`src/rtl/noc_arb_pkg.sv`:
```
// Shared types and helpers for the packet-locked round-robin arbiter.
package noc_arb_pkg;

    // Arbiter FSM: IDLE (no grant) or LOCKED (grant held until packet end)
    typedef enum logic {
        IDLE   = 1'b0,
        LOCKED = 1'b1
    } arb_state_e;

    // Ceiling log2, never less than 1 so derived widths stay legal
    function automatic int clog2(input int value);
        int r;
        r = 0;
        for (int v = value - 1; v > 0; v = v >> 1) begin
            r = r + 1;
        end
        return (r < 1) ? 1 : r;
    endfunction

    // Binary index of the set bit of a one-hot vector (0 when empty)
    function automatic logic [31:0] onehot_to_idx(input logic [31:0] onehot);
        logic [31:0] idx;
        idx = '0;
        for (int i = 0; i < 32; i++) begin
            if (onehot[i]) idx = idx | 32'(i);
        end
        return idx;
    endfunction

    // Rotate the low 'width' bits of vec left by amt
    function automatic logic [31:0] rotl(input logic [31:0] vec, input int amt, input int width);
        logic [31:0] res;
        res = '0;
        for (int i = 0; i < width; i++) begin
            if (vec[i]) res[(i + amt) % width] = 1'b1;
        end
        return res;
    endfunction

    // Rotate the low 'width' bits of vec right by amt
    function automatic logic [31:0] rotr(input logic [31:0] vec, input int amt, input int width);
        return rotl(vec, width - (amt % width), width);
    endfunction

endpackage

```
`src/rtl/rr_pick.sv`:
```
// Round-robin pick: first set bit of vec at or above start, wrapping.
// Thermometer mask selects the upper half; if it is empty, the plain
// lowest-set-bit of the whole vector is the wrapped winner.
module rr_pick
    import noc_arb_pkg::*;
#(
    parameter int WORD_WIDTH = 4,
    parameter int IDX_W      = clog2(WORD_WIDTH)
) (
    input  logic [WORD_WIDTH-1:0] vec,
    input  logic [IDX_W-1:0]      start,
    output logic [WORD_WIDTH-1:0] winner,
    output logic                  found
);

    logic [WORD_WIDTH-1:0] mask;
    logic [WORD_WIDTH-1:0] masked;
    logic [WORD_WIDTH-1:0] low_masked;
    logic [WORD_WIDTH-1:0] low_all;

    // Two priority pickers: one over the masked upper range, one over all bits
    always_comb begin
        mask = '0;
        for (int i = 0; i < WORD_WIDTH; i++) begin
            mask[i] = (IDX_W'(i) >= start);
        end
        masked     = vec & mask;
        low_masked = masked & (~masked + 1'b1);
        low_all    = vec & (~vec + 1'b1);
        winner     = (|masked) ? low_masked : low_all;
        found      = |vec;
    end

endmodule

```
`src/rtl/rr_arbiter_lock.sv`:
```
// Packet-locked round-robin arbiter for one crossbar output port.
// Handshake: a beat of the granted requester g moves when reqs[g] & ready;
// the lock is released by that beat carrying last[g], or by the hold timeout.
module rr_arbiter_lock
    import noc_arb_pkg::*;
#(
    parameter int  WORD_WIDTH = 4,
    parameter int  MAX_HOLD   = 0,
    localparam int IDX_W      = clog2(WORD_WIDTH)
) (
    input  logic                  clk,
    input  logic                  rst,
    input  logic [WORD_WIDTH-1:0] reqs,
    input  logic [WORD_WIDTH-1:0] last,
    input  logic                  ready,
    output logic [WORD_WIDTH-1:0] grants,
    output logic                  grant_valid,
    output logic [IDX_W-1:0]      grant_idx,
    output logic                  hold_timeout
);

    localparam int HC_W = clog2(MAX_HOLD + 1);
    localparam logic [HC_W-1:0]  HOLD_LAST = (MAX_HOLD == 0) ? '0 : HC_W'(MAX_HOLD - 1);
    localparam logic [IDX_W-1:0] TOP_IDX   = IDX_W'(WORD_WIDTH - 1);

    arb_state_e            state, state_nxt;
    logic [IDX_W-1:0]      ptr_q, ptr_nxt;
    logic [WORD_WIDTH-1:0] grants_q, grants_nxt;
    logic                  valid_q, valid_nxt;
    logic [IDX_W-1:0]      idx_q, idx_nxt;
    logic                  to_q, to_nxt;
    logic [HC_W-1:0]       cnt_q, cnt_nxt;

    logic                  xfer_last;
    logic                  timeout_hit;
    logic                  release_now;
    logic [IDX_W-1:0]      start_idle, start_rel;
    logic [WORD_WIDTH-1:0] idle_win, rel_win;
    logic                  idle_found, rel_found;

    // Scan start points: one past the pointer (IDLE) or past the holder (release)
    assign start_idle = (ptr_q == TOP_IDX) ? '0 : ptr_q + 1'b1;
    assign start_rel  = (idx_q == TOP_IDX) ? '0 : idx_q + 1'b1;

    rr_pick #(.WORD_WIDTH(WORD_WIDTH), .IDX_W(IDX_W)) u_pick_idle (
        .vec    (reqs),
        .start  (start_idle),
        .winner (idle_win),
        .found  (idle_found)
    );

    // The releasing holder is masked out so it cannot win back-to-back
    rr_pick #(.WORD_WIDTH(WORD_WIDTH), .IDX_W(IDX_W)) u_pick_rel (
        .vec    (reqs & ~grants_q),
        .start  (start_rel),
        .winner (rel_win),
        .found  (rel_found)
    );

    // Release decode: last beat accepted, else timeout on the final hold cycle
    always_comb begin
        xfer_last   = ready & (|(grants_q & reqs & last));
        timeout_hit = (MAX_HOLD != 0) && (state == LOCKED) && (cnt_q == HOLD_LAST) && !xfer_last;
        release_now = (state == LOCKED) && (xfer_last || timeout_hit);
    end

    // State register
    always_ff @(posedge clk) begin
        if (rst) state <= IDLE;
        else     state <= state_nxt;
    end

    // Next-state logic
    always_comb begin
        state_nxt = state;
        case (state)
            IDLE:    if (idle_found) state_nxt = LOCKED;
            LOCKED:  if (release_now && !rel_found) state_nxt = IDLE;
            default: state_nxt = IDLE;
        endcase
    end

    // Next grant, pointer, hold counter and timeout pulse
    always_comb begin
        grants_nxt = grants_q;
        idx_nxt    = idx_q;
        ptr_nxt    = ptr_q;
        cnt_nxt    = cnt_q;
        to_nxt     = 1'b0;
        case (state)
            IDLE: begin
                if (idle_found) begin
                    grants_nxt = idle_win;
                    idx_nxt    = IDX_W'(onehot_to_idx(32'(idle_win)));
                    ptr_nxt    = idx_nxt;
                    cnt_nxt    = '0;
                end
            end
            LOCKED: begin
                if (release_now) begin
                    to_nxt  = timeout_hit;
                    cnt_nxt = '0;
                    if (rel_found) begin
                        grants_nxt = rel_win;
                        idx_nxt    = IDX_W'(onehot_to_idx(32'(rel_win)));
                        ptr_nxt    = idx_nxt;
                    end else begin
                        grants_nxt = '0;
                    end
                end else if (cnt_q != '1) begin
                    cnt_nxt = cnt_q + 1'b1;
                end
            end
            default: grants_nxt = '0;
        endcase
        valid_nxt = |grants_nxt;
    end

    // Registered outputs and arbitration state
    always_ff @(posedge clk) begin
        if (rst) begin
            grants_q <= '0;
            valid_q  <= 1'b0;
            idx_q    <= '0;
            to_q     <= 1'b0;
            cnt_q    <= '0;
            ptr_q    <= TOP_IDX;
        end else begin
            grants_q <= grants_nxt;
            valid_q  <= valid_nxt;
            idx_q    <= idx_nxt;
            to_q     <= to_nxt;
            cnt_q    <= cnt_nxt;
            ptr_q    <= ptr_nxt;
        end
    end

    // Output drive
    assign grants       = grants_q;
    assign grant_valid  = valid_q;
    assign grant_idx    = idx_q;
    assign hold_timeout = to_q;

endmodule

```
`config.mk`:
```
export PLATFORM = sky130hd
export DESIGN_NAME = rr_arbiter_lock
export DESIGN_NICKNAME = d
export VERILOG_FILES = /design/src/rtl/noc_arb_pkg.sv /design/src/rtl/rr_pick.sv /design/src/rtl/rr_arbiter_lock.sv
export SDC_FILE = /design/constraint.sdc
export NUM_CORES = 1
export LEC_CHECK = 0
export CAP_MARGIN = 10
export CORE_UTILIZATION = 43
export DETAILED_ROUTE_END_ITERATION = 7
export GPL_TIMING_DRIVEN = 0
export PLACE_DENSITY = 0.82
export SETUP_SLACK_MARGIN = 0.4
export SLEW_MARGIN = 10
export SYNTH_ARGS = -nofsm -noshare
export SYNTH_HDL_FRONTEND = slang
export SYNTH_SLANG_ARGS = --single-unit
```
`constraint.sdc`:
```
create_clock -name clk -period 1.55 [get_ports clk]
set_input_delay 0.31 -clock clk [delete_from_list [all_inputs] [get_ports clk]]
set_output_delay 0.31 -clock clk [all_outputs]
set_load 0.02 [all_outputs]
```
==> out/summary.txt, run 1 <==
Maximum clock rate -> 585 MHz
IO Port Bufs -> 15
Main flop type after synthesis -> dfxtp_1
Area growth, synth to finish -> 62.9%
Synthesized cell area -> 779 µm²
Final hold violations -> 0
Largest net degree at the start of global routing -> 11
Cell area after layout -> 1270 µm²
Layout Cells excl Fill -> 158
Commonest cells after routing, fill and taps aside -> 12 x buf_4, 11 x nand2_1, 7 x buf_2, 5 x a21oi_1, 5 x inv_1
GP Congestion -> 0.920
DP Area -> 1000 µm²
Synth warnings -> 0
Failing checks -> setup timing
Post-Place Worst Slack -> -0.657 ns
Total clock sinks -> 10
Status -> finished with violations
EDFF count, synth -> 0
Core Area -> 1710 µm²
Startpoint Class -> flip-flop
Rows -> 15
Maximum buffer depth of the clock tree -> 2
Number of synthesized register bits -> 10
H-tree depth -> 1
Setup slack after layout -> -0.158 ns
Cells after Synth -> 101
Starting density of the core -> 45.6%
Post-route ant nets -> 0
All-Layer GR Usage -> 27.5%
CP Data Required Time -> 1.68 ns
Vias -> 941
Placed insts -> 141
Synthesized area per cell -> 7.72 µm²
Final cell utilization of the core -> 74.4%
Post-synth top area cell -> dfxtp_1
Synth top area cells -> dfxtp_1 26%, nand2_1 6.7%, ha_1 6.4%, a21oi_1 5.1%, nand3_1 3.9%
Pwr dens -> 737 nW/µm²
Leak pwr -> 0.541 nW
Vias per std cell -> 5.96
Final net count -> 149
Die H -> 44.6 µm
Setup TNS -> -0.524 ns
Die width -> 44.6 µm
Time the worst path needs with I/O delays and setup -> 1.71 ns
DR iter-0 viols -> 30
Die area -> 1990 µm²
Worst Setup End Kind -> flip-flop
RSZ-0062 raised after global routing -> true
CTS root buf -> clkbuf_4
Grt ovf -> 0
DPL Wire Length -> 1530 µm
IO Pins -> 19
Antenna Cells -> 0
Commonest non-fill, non-tap cell in the layout -> buf_4
Ratio of cells with drive above 1 in the final layout -> 51.9%
CTS tree -> done
# DRC -> 0
Post-Route M1 WL -> 985 µm
DR WL met3 -> 205 µm
CTS Buf Count -> 3
Tcrit/Tclk final -> 110%
Wirelength per Cell -> 16.2 µm
CP max FO -> 3
Worst EP arrival -> 1.83 ns
CP Class -> reg2reg
Clock transition at path regs -> 0.07 ns
Syn Nets -> 116
Final Max Tran Viols -> 0
Cts hold-fix bufs -> 0
FFs w/ async S/R, synth -> 0%
Max-Cap Viols -> 0
Vias in the first global route -> 910
Post-Route WL -> 2570 µm
Worst hold path type -> reg2reg
Clk_lat worst skew -> 0.26 ns
Final Setup Violations -> 6
DRT Pass-1 Iters -> 4
Uppermost routed layer -> met4
Seq/Total Area, Yosys -> 25.7%
Fill cells -> 131
Initial antenna violation count -> 0
Top cell type's share of synthesized area -> 25.7%
First-pass GRT wire length -> 4070 µm
Worst Skew -> 0.00873 ns
Library cells used by synthesis -> 39
Worst VDD drop -> 0.574 mV
Met2 WL post-DR -> 1310 µm
cell usage after synthesis (all sizes together), types with 3 or more instances:
cell type / n
nand2: 14
dfxtp: 10
a21oi: 8
inv: 7
nand2b: 6
nand3: 6
o21ai: 5
ha: 4
o31ai: 4
and3: 3
buf: 3
nand4b: 3
nor2: 3
cell families after synthesis:
family / Yosys count / synth area share (%)
buf+inv: 11 / 6.10
other cells: 1 / 0.481
mux: 1 / 1.28
simple gates: 45 / 33.2
fa+ha+maj: 4 / 6.42
flops: 10 / 25.7
compound gates: 29 / 26.8
cell type report:
| class | count | area [µm²] | share of cell area (%) |
|---|---|---|---|
| clock inverter | 1 | 3.75 | 0.296 |
| inverter | 7 | 26.3 | 2.07 |
| sequential | 10 | 220 | 17.3 |
| tap | 25 | 31.3 | 2.46 |
| buffer | 4 | 22.5 | 1.77 |
| timing repair buffer | 27 | 226 | 17.8 |
| multi-input combinational | 81 | 717 | 56.5 |
| clock buffer | 3 | 22.5 | 1.77 |
path summary, 6_finish.rpt:
path / startpoint / endpoint / slack (ns) / cells after the start
max: grant_idx[0] / grant_valid / -0.16 / 8
min: grant_idx[1] / grant_idx[1] / 0.50 / 2
max reg2reg: grant_idx[0] / grant_valid / -0.16 / 8
min reg2reg: grant_idx[1] / grant_idx[1] / 0.50 / 2
metrics by stage:
stage / power, mW / hold WS, ns
final: 0.937 / 0.504
after global routing: 0.990 / 0.545
after CTS: 0.886 / 0.509
after detailed placement: 0.641 / 0.492
after global placement: 0.633 / 0.482
after floorplan: 0.528 / 0.369
per-layer routing:
metal  track usage [%]  vias up
li1                  -      434
met1              36.7      446
met2              44.4       53
met3              2.04        8
met4              13.3        0
met5                 0        -
repair_timing:
action                     CTS  global route
setup endpoints to repair   17            13
buffers inserted             9             3
pin swaps                   16            13
gates cloned                 1             0
gates resized for setup     59            22
power by group:
part | switching (mW) | leakage [nW] | internal, mW | total, mW
logic | 0.233 | 0.440 | 0.205 | 0.439
registers | 0.0338 | 0.0859 | 0.289 | 0.323
clock network | 0.0823 | 0.0154 | 0.0925 | 0.175
registers in the layout (all words and copies together) (netlist names):
register,cells
grant_valid,1
grants,4
state,1
grant_idx,2
ptr_q,2
critical path: stages, from the launching register on:
cell      delay [ns]
dfxtp_4         0.36
inv_2           0.04
ha_4            0.25
nand3b_1        0.11
nand2_2         0.11
a211oi_2        0.05
nor3b_2         0.16
o31a_1          0.31
nand4b_1        0.18
No activity file was read; power rests on OpenSTA's default activity.
==> run 2, diff against run 1 <==
--- a/config.mk
+++ b/config.mk
@@ -15,3 +15,4 @@
 export SYNTH_ARGS = -nofsm -noshare
 export SYNTH_HDL_FRONTEND = slang
 export SYNTH_SLANG_ARGS = --single-unit
+export TNS_END_PERCENT = 5
==> constraint.sdc (replaced) <==
create_clock -name clk -period 1.4 [get_ports clk]
set_input_delay 0.28 -clock clk [delete_from_list [all_inputs] [get_ports clk]]
set_output_delay 0.28 -clock clk [all_outputs]
set_load 0.02 [all_outputs]
==> run 2 against run 1 <==
Net effect: utilization fell by 12 points; via count fell by 9.4%; register-to-register slack lost 0.18 ns; global-route usage decreased by 4.9 points; wire length down 16%; maximum frequency shrank 1.9%; count of clock-buffer cells in the layout grew 1; non-clock buffer count fell by 12; largest power group unchanged; sequential power increased by 9.6%; setup slack got worse by 0.18 ns; total power up 0.71%; critical endpoint unchanged; the run still ends with setup timing left.
==> out/summary.txt, run 2 (same netlist as run 1, synthesis figures left out) <==
Largest net degree at the start of global routing -> 11 (unchanged)
Commonest non-fill, non-tap cell in the layout -> nand2_1 (was buf_4)
Final Max Tran Viols -> 0 (unchanged)
Die area -> 1990 µm² (unchanged)
Clock transition at path regs -> 0.07 ns (about the same)
Area growth, synth to finish -> 36.3% (was 62.9%)
Rows -> 15 (unchanged)
Worst EP arrival -> 1.87 ns (was 1.83 ns)
Worst R2R Setup Slack -> -0.34 ns (was -0.16 ns)
Initial antenna violation count -> 0 (unchanged)
Time the worst path needs with I/O delays and setup -> 1.74 ns (was 1.71 ns)
DPL Wire Length -> 1590 µm (was 1530 µm)
CP Class -> reg2reg (unchanged)
Final Setup Violations -> 9 (was 6)
Worst Setup SP -> grant_idx[0] (unchanged)
Vias in the first global route -> 772 (was 910)
Die H -> 44.6 µm (unchanged)
First-pass GRT wire length -> 3310 µm (was 4070 µm)
Startpoint Class -> flip-flop (unchanged)
RSZ-0062 raised after global routing -> true (unchanged)
Setup slack after layout -> -0.342 ns (was -0.158 ns)
Commonest cells after routing, fill and taps aside -> 13 x nand2_1, 7 x a21oi_1, 7 x dfxtp_1 (was 12 x buf_4, 11 x nand2_1, 7 x buf_2, 5 x a21oi_1, 5 x inv_1)
Total clock sinks -> 10 (unchanged)
Capture point of the worst reg-to-reg path -> grant_valid (unchanged)
Fill cells -> 133 (was 131)
All-Layer GR Usage -> 22.6% (was 27.5%)
Final net count -> 136 (was 149)
Core Area -> 1710 µm² (unchanged)
Ratio of cells with drive above 1 in the final layout -> 25.0% (was 51.9%)
CTS tree -> done (unchanged)
Worst hold path type -> reg2reg (unchanged)
Max-Cap Viols -> 0 (unchanged)
Post-Route WL -> 2160 µm (was 2570 µm)
Starting density of the core -> 45.6% (unchanged)
CP Data Required Time -> 1.53 ns (was 1.68 ns)
Layout Cells excl Fill -> 145 (was 158)
IO Pins -> 19 (unchanged)
CTS Buf Count -> 3 (unchanged)
Vias -> 853 (was 941)
Launch point of the worst reg-to-reg path -> grant_idx[0] (unchanged)
Worst Setup EP -> grant_valid (unchanged)
Clk_lat worst skew -> 0.27 ns (was 0.26 ns)
Failing checks -> setup timing (unchanged)
Hold slack final -> 0.499 ns (was 0.504 ns)
# DRC -> 0 (unchanged)
Post-route ant nets -> 0 (unchanged)
DR iter-0 viols -> 36 (was 30)
Vias per std cell -> 5.88 (was 5.96)
Tcrit/Tclk final -> 124% (was 110%)
CP max FO -> 4 (was 3)
R2R cell count -> 8 (unchanged)
H-tree depth -> 1 (unchanged)
Placed insts -> 141 (unchanged)
Grt ovf -> 0 (unchanged)
Pwr dens -> 888 nW/µm² (was 737 nW/µm²)
Wirelength per Cell -> 14.9 µm (was 16.2 µm)
Largest register FFs -> 4 (unchanged)
Die width -> 44.6 µm (unchanged)
Worst Setup End Kind -> flip-flop (unchanged)
DRT Pass-1 Iters -> 4 (unchanged)
Final cell utilization of the core -> 62.2% (was 74.4%)
Status -> finished with violations (unchanged)
Leak pwr -> 0.446 nW (was 0.541 nW)
Final hold violations -> 0 (unchanged)
Cts hold-fix bufs -> 0 (unchanged)
Worst Skew -> 0.0105 ns (was 0.00873 ns)
Worst VDD drop -> 0.687 mV (was 0.574 mV)
Antenna Cells -> 0 (unchanged)
GP Congestion -> 0.908 (was 0.920)
CTS root buf -> clkbuf_4 (unchanged)
IO Port Bufs -> 15 (unchanged)
Maximum clock rate -> 574 MHz (was 585 MHz)
Maximum buffer depth of the clock tree -> 2 (unchanged)
-- run 2: cell count changes in the layout (fill, tap and decap cells not counted), moves of 2 or more --
cell and change:
buf_4 -11, buf_2 -5, dfxtp_1 +5, clkdlybuf4s50_1 +4
dfxtp_2 -3, nand3_1 +3, nand3_2 -3, o21ai_2 -3
a21oi_1 +2, clkbuf_1 +2, dfxtp_4 -2, dlygate4sd2_1 +2
dlymetal6s2s_1 -2, nand2_1 +2
-- run 2: through the flow --
stage	area (µm²)	setup TNS [ns]	worst slack, ns	total power [mW]
after floorplan	802	-0.646	-0.196	0.574
after global placement	983	-5.86	-0.740	0.689
after detailed placement	983	-6.02	-0.789	0.703
after CTS	1040	-1.92	-0.325	0.928
after global routing	1060	-2.73	-0.408	0.991
final	1060	-1.99	-0.342	0.943
-- run 2: how the worst min path moves through the flow --
stage	from	endpoint	slack, ns	cells past startpoint
finish	grant_idx[0]	grant_idx[0]	0.50	2
global route	grant_idx[0]	grant_idx[0]	0.53	2
CTS	grant_idx[0]	grant_idx[0]	0.50	2
detailed placement	grant_idx[0]	grant_idx[0]	0.49	2
global placement	grant_idx[0]	grant_idx[0]	0.48	2
floorplan	rst	grant_idx[0]	0.34	1
-- run 2: routing by layer --
layer / track usage, % / vias to the layer above / part of all wire, % / wire [µm]
met5: 0 / - / 0 / 0
met4: 13.9 / 0 / 4.0 / 87
met3: 2.86 / 15 / 8.2 / 178
met2: 35.6 / 55 / 45 / 971
met1: 29.1 / 378 / 43 / 920
li1: - / 405 / - / -
-- run 2: timing repair --
action                     CTS  global route
buffers inserted             0             0
resized for setup           33             4
setup endpoints to repair   17            17
pin swaps                    6             2
-- run 2: where the power goes --
part | internal [mW] | leakage [nW] | switching [mW]
combinational | 0.173 | 0.347 | 0.209
sequential | 0.319 | 0.0839 | 0.0349
clock | 0.110 | 0.0150 | 0.0974
-- run 2: worst max-delay path, stage by stage, from the launching register on --
cell,delay [ns]
dfxtp_4,0.36
inv_2,0.04
ha_4,0.26
nand3b_1,0.12
nand2_2,0.11
a211oi_2,0.05
nor3b_2,0.17
o31a_1,0.31
nand4b_1,0.18
-- run 2: layout make-up --
class | instances | area, µm² | share of cell area, %
plain buffers | 4 | 21.3 | 2.00
clock buffers | 4 | 26.3 | 2.47
inverters | 7 | 26.3 | 2.47
multi-input cells | 80 | 597 | 56.2
flip-flops and latches | 10 | 209 | 19.7
well taps | 25 | 31.3 | 2.94
repair buffers | 15 | 151 | 14.3
==> run 3, diff against run 2 <==
--- a/config.mk
+++ b/config.mk
@@ -6,7 +6,7 @@
 export NUM_CORES = 1
 export LEC_CHECK = 0
 export CAP_MARGIN = 10
-export CORE_UTILIZATION = 43
+export CORE_UTILIZATION = 45
 export DETAILED_ROUTE_END_ITERATION = 7
 export GPL_TIMING_DRIVEN = 0
 export PLACE_DENSITY = 0.82
==> constraint.sdc (replaced) <==
create_clock -name clk -period 1.7 [get_ports clk]
set_input_delay 0.34 -clock clk [delete_from_list [all_inputs] [get_ports clk]]
set_output_delay 0.34 -clock clk [all_outputs]
set_load 0.02 [all_outputs]
==> run 3 against run 2 <==
Net effect: the flow finishes with violations (DRC, setup timing); count of clock-buffer cells in the layout did not move; combinational power fell by 16%; critical path depth fell by 1; highest routed layer unchanged.
==> out/summary.txt, run 3 (same netlist as run 1, synthesis figures left out) <==
Capture point of the worst reg-to-reg path -> grant_valid (unchanged)
Vias in the first global route -> 783 (was 772)
Worst hold path type -> reg2reg (unchanged)
IO Pins -> 19 (unchanged)
First-pass GRT wire length -> 3440 µm (was 3310 µm)
IO Port Bufs -> 15 (unchanged)
Final hold violations -> 0 (unchanged)
RSZ-0062 raised after global routing -> true (unchanged)
Worst Setup SP -> last[1] (was grant_idx[0])
R2R cell count -> 8 (unchanged)
DP Area -> 972 µm² (was 983 µm²)
DPL Wire Length -> 1510 µm (was 1590 µm)
CP Data Required Time -> 1.89 ns (was 1.53 ns)
Tcrit/Tclk final -> 101%
Maximum buffer depth of the clock tree -> 2 (unchanged)
Final net count -> 137 (was 136)
Area growth, synth to finish -> 38.7% (was 36.3%)
Ratio of cells with drive above 1 in the final layout -> 28.1% (was 25.0%)
# DRC -> 2 (was 0)
Clock transition at path regs -> 0.06 ns (was 0.07 ns)
Worst VDD drop -> 0.490 mV (was 0.687 mV)
Clk_lat worst skew -> 0.26 ns (was 0.27 ns)
Startpoint Class -> input pin (was flip-flop)
CP Class -> in2reg (was reg2reg)
Starting density of the core -> 50.0% (was 45.6%)
Final Setup Violations -> 1 (was 9)
Worst path slowest cell -> nor4_1 (was dfxtp_4)
Final cell utilization of the core -> 69.3% (was 62.2%)
Pwr dens -> 719 nW/µm² (was 888 nW/µm²)
Initial antenna violation count -> 0 (unchanged)
DRT Pass-1 Iters -> 6 (was 4)
Antenna Cells -> 0 (unchanged)
Hold slack final -> 0.500 ns (was 0.499 ns)
Commonest non-fill, non-tap cell in the layout -> nand2_1 (unchanged)
Maximum clock rate -> 585 MHz
CTS Buf Count -> 3 (unchanged)
Grt ovf -> 0 (unchanged)
Setup slack after layout -> -0.00868 ns (was -0.342 ns)
Biggest cell delay along the critical path -> 0.51 ns (was 0.36 ns)
CTS root buf -> clkbuf_4 (unchanged)
Vias -> 850 (was 853)
Vias per std cell -> 6.20 (was 5.88)
Launch point of the worst reg-to-reg path -> grant_idx[0] (unchanged)
Worst-path cell chain -> clkdlybuf4s50_1 -> nand3_1 -> nand2_1 -> o21ai_4 -> nor4_1 -> o31ai_4 -> nand4b_1 (was inv_2 -> ha_4 -> nand3b_1 -> nand2_2 -> a211oi_2 -> nor3b_2 -> o31a_1 -> nand4b_1)
Die width -> 43.6 µm (was 44.6 µm)
Worst R2R Setup Slack -> 0 ns (was -0.34 ns)
Largest register FFs -> 4 (unchanged)
CP max FO -> 10 (was 4)
H-tree depth -> 1 (unchanged)
Worst Skew -> 0.0101 ns (was 0.0105 ns)
Die H -> 43.6 µm (was 44.6 µm)
Setup TNS -> -0.00868 ns (was -1.99 ns)
Worst EP arrival -> 1.90 ns (was 1.87 ns)
Failing checks -> DRC, setup timing (was setup timing)
Die area -> 1900 µm² (was 1990 µm²)
Post-Route WL -> 2100 µm (was 2160 µm)
Post-Place Worst Slack -> -0.560 ns (was -0.789 ns)
Layout Cells excl Fill -> 137 (was 145)
Max-Cap Viols -> 0 (unchanged)
Time the worst path needs with I/O delays and setup -> 1.71 ns
GP Congestion -> 0.979 (was 0.908)
Worst Setup EP -> grant_valid (unchanged)
Leak pwr -> 0.515 nW (was 0.446 nW)
Status -> finished with violations (unchanged)
All-Layer GR Usage -> 24.2% (was 22.6%)
Fill cells -> 121 (was 133)
Multi-input gate area -> 618 µm² (was 597 µm²)
Final Max Tran Viols -> 0 (unchanged)
Worst Tran Pin Value -> 0.567 ns
Placed insts -> 132 (was 141)
Core Area -> 1560 µm² (was 1710 µm²)
Sequential cell area -> 208 µm² (was 209 µm²)
Total chip power -> 778 µW (was 943 µW)
DR iter-0 viols -> 41 (was 36)
Post-route ant nets -> 0 (unchanged)
Commonest cells after routing, fill and taps aside -> 13 x nand2_1, 7 x a21oi_1, 6 x nand3_1, 6 x dfxtp_1, 6 x clkdlybuf4s50_1 (was 13 x nand2_1, 7 x a21oi_1, 7 x dfxtp_1)
Rows -> 14 (was 15)
CTS tree -> done (unchanged)
Total clock sinks -> 10 (unchanged)
Relative slew slack -> 61.9%
Largest net degree at the start of global routing -> 11 (unchanged)
Worst Setup End Kind -> flip-flop (unchanged)
Wirelength per Cell -> 15.3 µm (was 14.9 µm)
Cell area after layout -> 1080 µm² (was 1060 µm²)
## run 3: changes by cell type in the layout (fill, tap and decap cells not counted), sizes merged
cell           delta
dlymetal6s2s      +5
buf               -1
clkbuf            +2
clkdlybuf4s15     -1
dlygate4sd2       -4
## run 3: critical path, delay by kind of cell
family                 cells  cell delay (ns)
AO/OA/AOI/OAI              2             0.25
buffers and inverters      1             0.47
AND/OR/NAND/NOR            4             0.84
## run 3: cell type report
cell class	instances	share of cell area [%]
repair buffers	16	14.9
plain buffers	4	1.97
flip-flops and latches	10	19.2
well taps	16	1.85
clock buffers	4	2.43
multi-input cells	80	57.2
inverters	7	2.43
## run 3: worst min-delay path by stage
stage	start	to	slack, ns	cells past startpoint
after floorplan	rst	grant_idx[0]	0.40	1
after global placement	grant_idx[0]	grant_idx[0]	0.48	2
after detailed placement	grant_idx[0]	grant_idx[0]	0.49	2
after CTS	grant_idx[0]	grant_idx[0]	0.50	2
after global routing	grant_idx[0]	grant_idx[0]	0.52	2
final	grant_idx[0]	grant_idx[0]	0.50	2
## run 3: power breakdown
group	switching, mW	internal, mW
logic	0.174	0.146
registers	0.0285	0.263
clock network	0.0748	0.0903
total	0.277	0.500
## run 3: layer usage
metal | part of all wire [%] | track usage (%) | vias to the layer above
met5 | 0 | 0 | -
met4 | 1.0 | 12.5 | 0
met3 | 6.1 | 3.75 | 4
met2 | 47 | 37.9 | 36
met1 | 46 | 32.1 | 401
li1 | - | - | 409
## run 3: timing repair
item	in CTS	in global routing
cloned	0	0
buffers inserted	1	0
resized for setup	14	17
hold buffers	0	0
pin swaps	6	2
setup endpoints to repair	17	17
